[config.mk]
export PLATFORM = sky130hd
export DESIGN_NAME = fp_norm_round
export DESIGN_NICKNAME = d
export VERILOG_FILES = /design/src/rtl/fp_norm_round.sv
export SDC_FILE = /design/constraint.sdc
export NUM_CORES = 1
export LEC_CHECK = 0
export CORE_ASPECT_RATIO = 1.25
export CORE_UTILIZATION = 49
export DETAILED_ROUTE_END_ITERATION = 12
export GPL_TIMING_DRIVEN = 1
export MAX_ROUTING_LAYER = met4
export PLACE_DENSITY = 0.85
export SLEW_MARGIN = 20
export SYNTH_ARGS = -nofsm -noshare
export SYNTH_HDL_FRONTEND = slang
export SYNTH_SLANG_ARGS = --single-unit
[constraint.sdc]
create_clock -name clk -period 4.1 [get_ports clk]
set_clock_uncertainty 0.05 [all_clocks]
set_input_delay 0.82 -clock clk [delete_from_list [all_inputs] [get_ports clk]]
set_output_delay 0.82 -clock clk [all_outputs]
set_load 0.01 [all_outputs]
[src/rtl/fp_norm_round.sv]
// Normalize / round-to-nearest-even / pack stage for the binary32 mul/div datapath.
// Two-stage valid/ready pipeline: p1 holds the normalized operand, p2 the packed result.
`timescale 1ns/1ps
module fp_norm_round #(
  parameter bit ROUND_EN = 1'b1
) (
  input  logic        clk,
  input  logic        rst_n,
  input  logic        in_valid,
  output logic        in_ready,
  input  logic        op_sel,
  input  logic        sign_in,
  input  logic [9:0]  exp_in,
  input  logic [47:0] product_in,
  input  logic [26:0] quotient_in,
  input  logic        div_rem_nz,
  input  logic        bypass,
  input  logic [31:0] bypass_result,
  output logic        out_valid,
  input  logic        out_ready,
  output logic [31:0] result,
  output logic        flag_overflow,
  output logic        flag_underflow,
  output logic        flag_inexact
);

  // Returns {carry, frac}; carry means the mantissa rolled over to 2.0.
  function automatic logic [23:0] round_frac(input logic [22:0] frac,
                                             input logic guard,
                                             input logic sticky);
    logic up;
    up = ROUND_EN & guard & (sticky | frac[0]);
    return {1'b0, frac} + {23'd0, up};
  endfunction

  logic        s2_en;
  logic        s1_en;

  logic        vld_p1;
  logic        sign_p1;
  logic signed [10:0] exp_p1;
  logic [22:0] frac_p1;
  logic        guard_p1;
  logic        sticky_p1;
  logic        byp_p1;
  logic [31:0] byp_res_p1;

  logic signed [10:0] exp_ext;
  logic signed [10:0] exp_n;
  logic [22:0] frac_n;
  logic        guard_n;
  logic        sticky_n;

  logic [23:0]        rnd;
  logic signed [10:0] exp_r;
  logic [31:0]        result_n;
  logic               ovf_n;
  logic               unf_n;
  logic               inx_n;

  assign s2_en    = !out_valid | out_ready;
  assign s1_en    = !vld_p1 | s2_en;
  assign in_ready = s1_en;

  // Stage 0 -> 1: pick the source and shift so the leading one is implicit.
  always_comb begin
    exp_ext  = $signed({exp_in[9], exp_in});
    exp_n    = exp_ext;
    frac_n   = '0;
    guard_n  = 1'b0;
    sticky_n = 1'b0;
    if (!op_sel) begin
      if (product_in[47]) begin
        frac_n   = product_in[46:24];
        guard_n  = product_in[23];
        sticky_n = |product_in[22:0];
        exp_n    = exp_ext + 11'sd1;
      end else begin
        frac_n   = product_in[45:23];
        guard_n  = product_in[22];
        sticky_n = |product_in[21:0];
      end
    end else begin
      if (quotient_in[26]) begin
        frac_n   = quotient_in[25:3];
        guard_n  = quotient_in[2];
        sticky_n = (|quotient_in[1:0]) | div_rem_nz;
      end else begin
        frac_n   = quotient_in[24:2];
        guard_n  = quotient_in[1];
        sticky_n = quotient_in[0] | div_rem_nz;
        exp_n    = exp_ext - 11'sd1;
      end
    end
  end

  always_ff @(posedge clk or negedge rst_n) begin
    if (!rst_n) begin
      vld_p1 <= 1'b0;
    end else if (s1_en) begin
      vld_p1 <= in_valid;
    end
  end

  always_ff @(posedge clk) begin
    if (s1_en) begin
      sign_p1    <= sign_in;
      exp_p1     <= exp_n;
      frac_p1    <= frac_n;
      guard_p1   <= guard_n;
      sticky_p1  <= sticky_n;
      byp_p1     <= bypass;
      byp_res_p1 <= bypass_result;
    end
  end

  // Stage 1 -> 2: round, then resolve overflow / flush-to-zero and pack.
  always_comb begin
    rnd      = round_frac(frac_p1, guard_p1, sticky_p1);
    exp_r    = exp_p1 + $signed({10'd0, rnd[23]});
    result_n = {sign_p1, exp_r[7:0], rnd[22:0]};
    ovf_n    = 1'b0;
    unf_n    = 1'b0;
    inx_n    = guard_p1 | sticky_p1;
    if (byp_p1) begin
      result_n = byp_res_p1;
      inx_n    = 1'b0;
    end else if (exp_r >= 11'sd255) begin
      result_n = {sign_p1, 8'hFF, 23'h0};
      ovf_n    = 1'b1;
      inx_n    = 1'b1;
    end else if (exp_r <= 11'sd0) begin
      result_n = {sign_p1, 31'h0};
      unf_n    = 1'b1;
      inx_n    = 1'b1;
    end
  end

  always_ff @(posedge clk or negedge rst_n) begin
    if (!rst_n) begin
      out_valid      <= 1'b0;
      result         <= '0;
      flag_overflow  <= 1'b0;
      flag_underflow <= 1'b0;
      flag_inexact   <= 1'b0;
    end else if (s2_en) begin
      out_valid      <= vld_p1;
      result         <= result_n;
      flag_overflow  <= ovf_n;
      flag_underflow <= unf_n;
      flag_inexact   <= inx_n;
    end
  end

endmodule

==> metrics <==
Final Hold Viols=0; CTS tree=yes; Net Count, Synth=approximately 660; first-pass GRT wire length=about 22000 um; clock buffer count from CTS=9; io pins=between 150 and 200; # DRC=0; Routed WL=roughly 14000 um; fin util=0.6778; most frequent cells in the layout=clkdlybuf4s50_1 (159), edfxtp_1 (70), a21oi_1 (59), dfrtp_1 (37), nand2_1 (29); RSZ-0062 raised after global routing=false; Final min period=~3.7 ns; required time worst endpoint=4.30 ns; Cell Pwr Density=371.4 nW/um2; Synth warnings=0; syn_area_per_cell=11.01 um2; cell taking the most area after synthesis=edfxtp_1; total clock sinks=~110; First-pass DRT Iterations=5; worst min-delay path class=reg -> reg; top_reg_cell synth=edfxtp_1; DP HPWL=~11000 um; commonest non-fill, non-tap cell in the layout=clkdlybuf4s50_1; latest clock arrival within the worst-skew pair=0.35 ns; clk buf depth=2; layout cells sized above 1=0.07396; CP Data Arrival Time=3.89 ns; Max-cap violations=0; Hold EP=result[9]; Synth area leaders=edfxtp_1 (36%), dfrtp_1 (16%), a21oi_1 (5.1%); worst reg2reg setup slack=between 0.4 and 0.5 ns; Post-Syn Area=5803 um2; number of hold buffers added after cts=0; antenna viol nets, final=0; Max-slew headroom=0.3197; #FFs+latches synth=between 100 and 150; final net count=between 800 and 900; post-layout worst setup margin=around 0.41 ns; dpl ws=approximately 0.15 ns; Post-synth EDFFs=70; CP Capture Type=flop; Root Buffer Master=clkbuf_16; share of the synthesized area in the top cell type=0.3622; die area=about 12000 um2; port buffer count=161; Inserted Diodes=0; largest net degree at the start of global routing=a little over 70; sequential share of the synthesized area=0.5218; # rows=between 40 and 50; reg2reg end=result[10]; grt ovf=0; Worst Hold Path Cells=2; fin. max-slew vios=0; initial antenna violation count=0; Final Cycle Share=0.8992; worst hold start=result[9]; P_leak=roughly 0.0029 uW; status=complete, no violations; initial drt markers=248; hold slack=approximately 0.44 ns; Final Power=2911 uW; vias per inst=between 5 and 6; Synth Instances=527; Tot GR Track Use=0.2345; post-synth cell types=between 50 and 60; initial core utilization=0.5019; H-tree Lvls=3; Max Fclk=about 270 MHz; chip width=99.34 um; Post-CTS Setup Bufs=0; Vert. Die Dim=123.7 um; Core Area=11560 um2; Final Setup Violations=0; Critical Path Fanout Max=19; vias=4644; wire length per cell=approximately 17 um; Fin Setup TNS=0 ns; reg2reg start=frac_p1[0]; critical path class=reg -> reg; actual slew at the worst max-slew pin=1.021 ns; Async SR Flop Fraction=0.3458; vias in the first global route=approximately 4600; CP Launch Type=flop; cells on worst reg2reg path=15; Worst-path clk slew=0.07 ns; P&R area growth vs syn=35.04%; Peak VDD IR=roughly 220 uV; routability-driven placement congestion ratio=about 0.95
power breakdown:
| group | switching, uW | leakage (uW) | total (uW) | internal, uW |
|---|---|---|---|---|
| combinational | 264 | 0.00159 | 580 | 316 |
| clock | 382 | 0.000170 | 947 | 566 |
| sequential | 96.2 | 0.00117 | 1380 | 1290 |
final cells by class:
class | count | area, um2
timing repair buffer | 169 | 1662
clock inverter | 4 | 50.05
inverter | 7 | 26.28
clock buffer | 12 | 289.0
multi-input combinational | 377 | 2609
tap | 138 | 172.7
fill | 861 | 3725
sequential | 107 | 3028
how the worst max path moves through the flow:
| stage | startpoint | end | slack, ns | depth (start not counted) |
|---|---|---|---|---|
| finish | frac_p1[0] | result[10] | 0.41 | 15 |
| global route | frac_p1[0] | result[14] | 0.04 | 15 |
| CTS | frac_p1[0] | result[10] | 0.12 | 15 |
| detailed placement | frac_p1[0] | result[10] | 0.15 | 15 |
| global placement | sticky_p1 | result[13] | 0.50 | 15 |
| floorplan | out_ready | in_ready | 0.62 | 3 |
what timing repair did:
item | CTS | global route
gates resized for setup | 0 | 3
setup endpoints to repair | 0 | 28
endpoints found under the hold margin | 0 | 0
state kept, by name, indices dropped and copies added, names as in the netlist:
register        flops
byp_res_p1         32
result             32
frac_p1            23
exp_p1             11
byp_p1              1
flag_inexact        1
flag_overflow       1
flag_underflow      1
guard_p1            1
out_valid           1
sign_p1             1
sticky_p1           1
vld_p1              1
logic make-up after synthesis:
group           Yosys count  synth area share
simple gates            169            0.1647
compound gates          136            0.1608
flops                   107            0.5218
buf+inv                  43           0.03385
xor+xnor                 38           0.05735
mux                      28           0.04851
fa+ha+maj                 6           0.01294
metal layers:
layer / GRT usage / part of all wire / vias to the layer above
li1: - / - / 2263
met1: 0.2726 / 0.42 / 2179
met2: 0.4076 / 0.51 / 171
met3: 0.03255 / 0.041 / 31
met4: 0.1039 / 0.031 / 0
met5: - / 0 / -
through the flow:
stage               area (um2)  std cells
floorplan                 5803        527
global placement          7482        798
detailed placement        7482        798
CTS                       7821        814
global route              7836        814
finish                    7836        814
cells in the mapped netlist, types with 2 or more instances:
master and instances:
edfxtp_1 70, a21oi_1 59, dfrtp_1 37, nand2_1 30
nor2b_1 28, mux2i_1 27, nor2_1 27, and3_1 26
a211oi_1 25, clkbuf_1 22, o31ai_1 20, xnor2_1 19
xor2_1 19, nand3_1 15, nand4_1 12, a221oi_2 8
inv_1 7, ha_1 6, nor4_1 6, buf_1 5
o21ai_1 5, buf_2 4, nand2b_1 4, o21ai_0 4
a22oi_1 3, a31oi_1 3, buf_6 3, nor3_1 3
and2_1 2, buf_4 2, nor4b_1 2, or3_1 2
worst max-delay path, stage by stage, from the launching register on:
cell      delay (ns)
edfxtp_1        0.37
o21a_1          0.12
ha_1            0.20
nand2_1         0.12
nor4_2          0.36
nand3_1         0.13
nor2_1          0.17
ha_2            0.29
ha_4            0.24
nand4_1         0.19
nor3_1          0.27
xnor2_1         0.18
nor2b_1         0.16
buf_4           0.20
nand3_4         0.21
o31ai_1         0.32
Note: power is estimated with default switching activity, not from simulation.
